## src/rtl/param_mux_sequencer.sv

```systemverilog
// -----------------------------------------------------------------------------
// param_mux_sequencer
//   Registered NUM_CH-channel, WIDTH-bit multiplexer with a built-in channel
//   sequencer. In MANUAL mode the channel requested on Select is forwarded.
//   In SCAN mode the channels are stepped through in order, dwelling DWELL
//   cycles on each one.
//
// Ports
//   clk      : single clock, rising edge
//   rst      : synchronous active-low reset
//   In       : flattened channels, channel k at In[k*WIDTH +: WIDTH]
//   Select   : channel request, used in MANUAL mode only
//   Mode     : 0 = MANUAL, 1 = SCAN (takes effect one clock after sampling)
//   Hold     : 1 = freeze every register; Switched reads 0 while held
//   Out      : registered data of the selected channel
//   Ch_Out   : index of the channel currently driven on Out
//   Switched : one-cycle pulse in the cycle a new Ch_Out value first appears
// -----------------------------------------------------------------------------
module param_mux_sequencer #(
   parameter int WIDTH  = 4,
   parameter int NUM_CH = 4,
   parameter int SEL_W  = 2,
   parameter int DWELL  = 4
) (
   input  logic                    clk,
   input  logic                    rst,
   input  logic [NUM_CH*WIDTH-1:0] In,
   input  logic [SEL_W-1:0]        Select,
   input  logic                    Mode,
   input  logic                    Hold,
   output logic [WIDTH-1:0]        Out,
   output logic [SEL_W-1:0]        Ch_Out,
   output logic                    Switched
);

   localparam int CNT_W = (DWELL > 1) ? $clog2(DWELL) : 1;

   // One extra bit so NUM_CH = 2**SEL_W is representable for the range check.
   localparam logic [SEL_W:0]   NUM_CH_W = (SEL_W + 1)'(NUM_CH);
   localparam logic [SEL_W-1:0] LAST_CH  = SEL_W'(NUM_CH - 1);
   localparam logic [CNT_W-1:0] LAST_CNT = CNT_W'(DWELL - 1);

   typedef enum logic {
      MANUAL = 1'b0,
      SCAN   = 1'b1
   } state_t;

   state_t             state_reg;
   logic [CNT_W-1:0]   cnt_reg;
   logic [CNT_W-1:0]   cnt_next;
   logic [SEL_W-1:0]   ch_next;
   logic [WIDTH-1:0]   data_next;

   // Unflattened view of the input bus.
   logic [WIDTH-1:0]   ch_data [NUM_CH];

   genvar gi;
   generate
      for (gi = 0; gi < NUM_CH; gi++) begin : g_unpack
         assign ch_data[gi] = In[gi*WIDTH +: WIDTH];
      end
   endgenerate

   // Channel and dwell-counter selection for the coming edge.
   always_comb begin
      ch_next  = Ch_Out;
      cnt_next = '0;
      if (state_reg == SCAN) begin
         if (cnt_reg == LAST_CNT) begin
            // Wrap at NUM_CH, which may be below 2**SEL_W.
            ch_next = (Ch_Out == LAST_CH) ? '0 : Ch_Out + SEL_W'(1);
         end else begin
            cnt_next = cnt_reg + CNT_W'(1);
         end
      end else if ({1'b0, Select} < NUM_CH_W) begin
         // Out-of-range requests fall through and keep the current channel.
         ch_next = Select;
      end
   end

   // Data mux keyed on ch_next so Out reflects the new channel immediately.
   always_comb begin
      data_next = '0;
      for (int k = 0; k < NUM_CH; k++) begin
         if (ch_next == SEL_W'(k)) begin
            data_next = ch_data[k];
         end
      end
   end

   always_ff @(posedge clk) begin
      if (!rst) begin
         state_reg <= MANUAL;
         cnt_reg   <= '0;
         Ch_Out    <= '0;
         Out       <= '0;
         Switched  <= 1'b0;
      end else if (Hold) begin
         Switched  <= 1'b0;
      end else begin
         state_reg <= Mode ? SCAN : MANUAL;
         cnt_reg   <= cnt_next;
         Ch_Out    <= ch_next;
         Out       <= data_next;
         Switched  <= (ch_next != Ch_Out);
      end
   end

endmodule

```

## config.mk

```make
export PLATFORM = sky130hd
export DESIGN_NAME = param_mux_sequencer
export DESIGN_NICKNAME = d
export VERILOG_FILES = /design/src/rtl/param_mux_sequencer.sv
export SDC_FILE = /design/constraint.sdc
export NUM_CORES = 1
export LEC_CHECK = 0
export BUFFER_PORTS_ARGS = -buffer_cell sky130_fd_sc_hd__buf_2
export CORE_UTILIZATION = 42
export CTS_BUF_LIST = sky130_fd_sc_hd__clkbuf_4
export CTS_CLUSTER_SIZE = 28
export DETAILED_ROUTE_END_ITERATION = 8
export PLACE_DENSITY = 0.76
export SYNTH_ARGS = -nofsm -noshare
export SYNTH_HDL_FRONTEND = slang
export SYNTH_SLANG_ARGS = --single-unit
```

## constraint.sdc

```tcl
create_clock -name clk -period 1.5 [get_ports clk]
set_input_delay 0 -clock clk [delete_from_list [all_inputs] [get_ports clk]]
set_output_delay 0 -clock clk [all_outputs]
set_load 0.05 [all_outputs]
```

==> results of run 1 <==
layout by cell type, fill, tap and decap left out, drive strengths merged:
master        n
nand3         4
o221ai        4
and2b         1
nor2          1
clkinv        1
clkbuf        3
mux2          2
ha            2
o211ai        1
dlygate4sd3   1
nor3b         1
buf          35
a31oi         1
nand2         4
and2          3
a21oi         1
inv           2
nor2b         3
xnor2         2
or3b          1
or2b          2
o21a          1
o21ai         5
dfxtp        10
mux2i        10
layer usage:
layer	vias to the layer above	part of all wire (%)	global-route usage, %
met5	-	0	0
met3	4	3.6	8.15
met1	256	45	26.1
met2	13	50	33.2
li1	306	-	-
met4	0	1.6	10.0
through the flow:
step | hold WS [ps] | setup TNS (ps) | setup slack (ps) | cells | cell area (um^2)
global placement | 252 | -444 | -119 | 111 | 853
CTS | 16.8 | -362 | -98.7 | 116 | 918
detailed placement | 271 | -832 | -183 | 111 | 853
floorplan | 166 | -775 | -168 | 65 | 658
global route | 24.7 | -825 | -180 | 116 | 922
finish | 20.2 | -346 | -100 | 116 | 922
final cells by class:
class                   count  area share (%)
well taps                  15            2.04
multi-input cells          49            48.2
clock buffers               3            2.44
repair buffers             36            23.3
clock inverters             1           0.407
inverters                   2           0.814
flip-flops and latches     10            22.8
path summary, 6_finish.rpt:
check	startpoint	to	slack (ps)	cells past startpoint
max reg2reg	cnt_reg[0]$_SDFFE_PN0N_	Out[3]$_SDFFE_PN0N_	-100	6
min reg2reg	Out[2]$_SDFFE_PN0N_	Out[2]$_SDFFE_PN0N_	500	2
max	cnt_reg[0]$_SDFFE_PN0N_	Out[3]$_SDFFE_PN0N_	-100	6
min	In[10]	Out[2]$_SDFFE_PN0N_	20	3
critical path, stage by stage, from the launching register on:
cell      delay [ps]
dfxtp_2          360
ha_4             160
mux2_4           310
mux2i_4          160
buf_12           160
mux2i_1          200
o221ai_1         120
report_power, final:
group / switching [W] / internal (W)
Sequential: 0.0000116 / 0.000282
Combinational: 0.000126 / 0.000102
Clock: 0.0000976 / 0.0000963
Total: 0.000235 / 0.000480
logic make-up (layout without fill, tap and decap cells):
logic type,Yosys count,in the layout
AND/OR/NAND/NOR,20,20
XOR/XNOR,2,2
buffers and inverters,6,42
AO/OA/AOI/OAI,13,13
adder cells (fa/ha/maj),2,2
flip-flops,10,10
multiplexers,12,12
repair_timing:
item / CTS / global route
gates resized for setup: 7 / 1
endpoints found under the setup margin: 7 / 7
hold buffers: 1 / 0
endpoints found under the hold margin: 1 / 0
==> results.json, run 1 <==
{
  "maxCapViolCount": 0,
  "fp.dieArea_um2": 1680,
  "synth_cell_type_count": 29,
  "cts-root-buf": "clkbuf_4",
  "drt_iter0_drc": 9,
  "synthTopCellsByCount": "dfxtp_1, mux2i_1, nand3_1, o21ai_0",
  "synthTopCellsByArea": "dfxtp_1, mux2i_1, o221ai_1",
  "p_per_area_nw_per_um2": 776,
  "row_count": 13,
  "grt_usage_pct": 21.5,
  "multi_input_area_um2": 444,
  "period_share_pct": 107,
  "skew_ps": 6.65,
  "fill_cells": 113,
  "finalPower_w": 0.000716,
  "io_buffers": 28,
  "drc_errors": 0,
  "slew_viol_final": 0,
  "cp.arrival_ps": 1750,
  "yosys_warnings": 0,
  "setup_ws_ps": -100,
  "synth.most_common_cell": "dfxtp_1",
  "gp_congestion": 0.703,
  "cts_sinks": 10,
  "synth_edf_count": 0,
  "drive_above_1_share_pct": 53.5,
  "violations": "negative setup slack",
  "die_h_um": 41.0,
  "synth_fa_ha_area_share_pct": 3.92,
  "grt_max_degree": 14,
  "yosys.area_share.simple_pct": 19.0,
  "p_leak_nw": 0.428,
  "synthesis.area_um2": 638,
  "htreeDepth": 1,
  "crit_fanout": 10,
  "antenna_found_initial": 0,
  "netlist_instances": 65,
  "rsz0062_at_grt": "true",
  "fin_util_pct": 68.3,
  "synth_top_cell_area_share_pct": 31.4,
  "avgSynthCellArea_um2": 9.82,
  "worst_slew_pin_slew_ps": 284,
  "worstPathRequired_ps": 1650,
  "clk_pin_slew_ps": 70,
  "synthMuxAreaShare_pct": 21.8,
  "grt_pass1_vias": 516,
  "ys_ff_latch": 10,
  "routedWlPerCell_um": 12.6,
  "synthArstFlopShare_pct": 0,
  "fmax_mhz": 625,
  "regArea_um2": 210,
  "drtAntennaViolNets": 0,
  "setup_viol": 4,
  "yosysSeqAreaShare_pct": 31.4,
  "post-cts-setup-buffers": 0,
  "antenna_cells": 0,
  "ir_drop_mv": 0.406,
  "grt_pass1_wl_mm": 2.25,
  "fin_nets": 126,
  "end_kind": "flop",
  "tritoncts": "built",
  "synth_top_family_by_area": "multiplexers",
  "fp.coreArea_um2": 1350,
  "vias": 579,
  "overflow": 0,
  "largest_register_ffs": 4,
  "synth-xor-area-share_pct": 2.75,
  "num_io_pins": 29,
  "maxSlewHeadroom_pct": 81.0,
  "synth_compound_gate_area_share_pct": 15.5,
  "hp-class": "in -> reg",
  "clock_latency_ps": 270,
  "syn_to_final_growth_pct": 44.5,
  "cts_made_buffers": 3,
  "worstSetupPathType": "reg -> reg",
  "status": "complete, but fails checks",
  "viasPerCell": 4.99,
  "routed_wl_mm": 1.46,
  "first_pass_iters": 3,
  "fin_crit_ps": 1600,
  "die_w_um": 41.0,
  "hpwlAfterDp_mm": 1.10,
  "initial_core_util_pct": 47.3,
  "clock_path_buffers": 2,
  "hold_violations": 0,
  "synth_top_cell_by_area": "dfxtp_1",
  "syn-num-nets": 89,
  "cp-start-kind": "flop",
  "yosys_most_used_dff": "dfxtp_1"
}
No activity file was read; power rests on OpenSTA's default activity.
==> inputs of run 2 (changes only) <==
--- a/config.mk
+++ b/config.mk
@@ -5,12 +5,13 @@
 export SDC_FILE = /design/constraint.sdc
 export NUM_CORES = 1
 export LEC_CHECK = 0
+export ABC_AREA = 1
 export BUFFER_PORTS_ARGS = -buffer_cell sky130_fd_sc_hd__buf_2
-export CORE_UTILIZATION = 42
+export CORE_UTILIZATION = 43
 export CTS_BUF_LIST = sky130_fd_sc_hd__clkbuf_4
 export CTS_CLUSTER_SIZE = 28
 export DETAILED_ROUTE_END_ITERATION = 8
-export PLACE_DENSITY = 0.76
+export PLACE_DENSITY = 0.77
 export SYNTH_ARGS = -nofsm -noshare
 export SYNTH_HDL_FRONTEND = slang
 export SYNTH_SLANG_ARGS = --single-unit
==> run 2 against run 1 <==
  * The flow now finishes without violations
  * Worst setup slack better by 180 ps
  * Combinational power is 19% higher
  * Area after synthesis is 2.4% higher
  * Synthesized cell count is 57% higher
  * Utilization is 2.6 points higher
  * Sequential power hardly changed
  * Critical path type unchanged
  * Largest cell class unchanged
  * Largest power group unchanged
==> results.json, run 2 <==
{
  "antenna_found_initial": 0,
  "yosys.area_share.simple_pct": 41.0,
  "fmax_mhz": 704,
  "synthTopCellsByArea": "dfxtp_1, nand2_1, nand3_1",
  "maxSlewHeadroom_pct": 73.9,
  "hp-start": "Hold",
  "cp-start-kind": "flop",
  "setup_viol": 0,
  "whs_ps": 35.2,
  "dp_cells": 148,
  "clock_path_buffers": 2,
  "hp-class": "in -> reg",
  "fin_util_pct": 70.9,
  "synth_top_cell_area_share_pct": 30.7,
  "drc_errors": 0,
  "fin_nets": 167,
  "fp.coreArea_um2": 1350,
  "initial_core_util_pct": 48.4,
  "ys_ff_latch": 10,
  "end_kind": "flop",
  "grt_pass1_wl_mm": 1.99,
  "drive_above_1_share_pct": 40.8,
  "period_share_pct": 94.7,
  "fp.dieArea_um2": 1680,
  "synth.most_common_cell": "nand2_1",
  "rr_worst_depth": 11,
  "grt_pass1_vias": 489,
  "drt_iter0_drc": 12,
  "drtAntennaViolNets": 0,
  "hpwlAfterDp_mm": 1.21,
  "yosysSeqAreaShare_pct": 30.7,
  "row_count": 13,
  "clk_pin_slew_ps": 70,
  "viasPerCell": 4.71,
  "gp_congestion": 0.715,
  "avgSynthCellArea_um2": 6.40,
  "hold_end": "cnt_reg[0]$_SDFFE_PN0N_",
  "synthArstFlopShare_pct": 0,
  "tritoncts": "built",
  "cp.arrival_ps": 1580,
  "antenna_cells": 0,
  "worst_slew_pin_slew_ps": 390,
  "vias": 740,
  "crit_fanout": 7,
  "finalPower_w": 0.000756,
  "clock_latency_ps": 260,
  "slew_viol_final": 0,
  "synth_compound_gate_area_share_pct": 8.81,
  "reg2reg_slack_ps": 80,
  "io_buffers": 28,
  "routed_wl_mm": 1.64,
  "final_cell_mix": "nand2_1, buf_2, inv_1, nand3_1, nor2_1",
  "ir_drop_mv": 0.624,
  "cp-startpoint": "Ch_Out[0]$_SDFFE_PN0N_",
  "largest_register_ffs": 4,
  "grt_usage_pct": 19.1,
  "synthTopCellsByCount": "nand2_1, nand3_1, inv_1",
  "synth_edf_count": 0,
  "final_common_cell": "nand2_1",
  "syn_to_final_growth_pct": 46.6,
  "netlist_instances": 102,
  "yosys_most_used_dff": "dfxtp_1",
  "routedWlPerCell_um": 10.5,
  "fin_crit_ps": 1420,
  "htreeDepth": 1,
  "cts-root-buf": "clkbuf_4",
  "synth_top_family_by_area": "simple AND/OR/NAND/NOR gates",
  "cts_made_buffers": 3,
  "num_io_pins": 29,
  "reg2reg_to": "Out[1]$_SDFFE_PN0N_",
  "yosys_warnings": 0,
  "p_per_area_nw_per_um2": 790,
  "rr_startpoint": "Ch_Out[0]$_SDFFE_PN0N_",
  "die_h_um": 41.0,
  "synth-xor-area-share_pct": 2.68,
  "synthesis.area_um2": 653,
  "worstSetupPathType": "reg -> reg",
  "finalNonFillerCells": 157,
  "min_path_cells": 3,
  "die_w_um": 41.0,
  "hold_violations": 0,
  "synth_top_cell_by_area": "dfxtp_1",
  "worstPathRequired_ps": 1660,
  "p_leak_nw": 0.516,
  "skew_ps": 3.50,
  "syn-num-nets": 126,
  "grt_max_degree": 12,
  "maxCapViolCount": 0,
  "status": "completed",
  "synth_cell_type_count": 23,
  "first_pass_iters": 4,
  "synthMuxAreaShare_pct": 0,
  "cts_sinks": 10,
  "overflow": 0,
  "synth_fa_ha_area_share_pct": 3.83
}
-- run 2: changes by cell type after synthesis, sizes merged, moves of 3 or more --
| cell | delta |
|---|---|
| and2 | -3 |
| clkbuf | -3 |
| inv | +14 |
| mux2i | -10 |
| nand2 | +31 |
| nand3 | +8 |
| nor2 | +10 |
| nor2b | -3 |
| o221ai | -4 |
-- run 2: layout make-up --
class,count,area (um^2)
sequential,10,210
fill,115,393
clock inverter,1,3.75
multi-input combinational,73,415
timing repair buffer,37,216
clock buffer,3,22.5
tap,15,18.8
inverter,18,70.1
-- run 2: worst max path at each step --
| stage | depth (start not counted) | to |
|---|---|---|
| after floorplan | 10 | Out[0]$_SDFFE_PN0N_ |
| after global placement | 10 | Out[1]$_SDFFE_PN0N_ |
| after detailed placement | 10 | Out[3]$_SDFFE_PN0N_ |
| after CTS | 11 | Out[1]$_SDFFE_PN0N_ |
| after global routing | 11 | Out[3]$_SDFFE_PN0N_ |
| final | 11 | Out[1]$_SDFFE_PN0N_ |
-- run 2: critical path: stages (launching register included) --
cell and delay, ps:
dfxtp_4 350, ha_4 150, nor2_1 120, nand2_1 90, nand2_2 80, nand2_4 100
nor2_4 140, nand2_1 70, nand2_1 70, clkinv_1 60, nand2_1 50, nand2_1 50
-- run 2: cells by family after synthesis --
family | after synthesis
adder cells (fa/ha/maj) | 2
XOR/XNOR | 2
AND/OR/NAND/NOR | 60
buffers and inverters | 19
AO/OA/AOI/OAI | 9
flip-flops | 10
-- run 2: through the flow --
stage / setup WS, ps / cell area, um^2 / setup TNS, ps
after floorplan: 21.3 / 661 / 0
after global placement: 33.8 / 835 / 0
after detailed placement: -16.5 / 835 / -22.1
after CTS: 17.1 / 886 / 0
after global routing: -0.207 / 957 / -0.207
final: 79.1 / 957 / 0
-- run 2: routing by layer --
metal / up-vias / track usage [%] / wire length (um)
li1: 395 / - / -
met1: 327 / 27.2 / 794
met2: 16 / 25.8 / 761
met3: 2 / 4.89 / 65
met4: 0 / 10.0 / 23
met5: - / 0 / 0
-- run 2: report_power, final --
part           switching [W]  internal, W  leakage [nW]
sequential         0.0000127     0.000284        0.0845
combinational       0.000168     0.000102         0.416
clock              0.0000923    0.0000960        0.0154
total               0.000273     0.000483         0.516
-- run 2: what timing repair did --
item,CTS,global route
pin swaps,1,10
setup endpoints to repair,2,5
hold buffers,2,0
hold endpoints to repair,2,0
gates resized for setup,1,13
buffers inserted,0,3
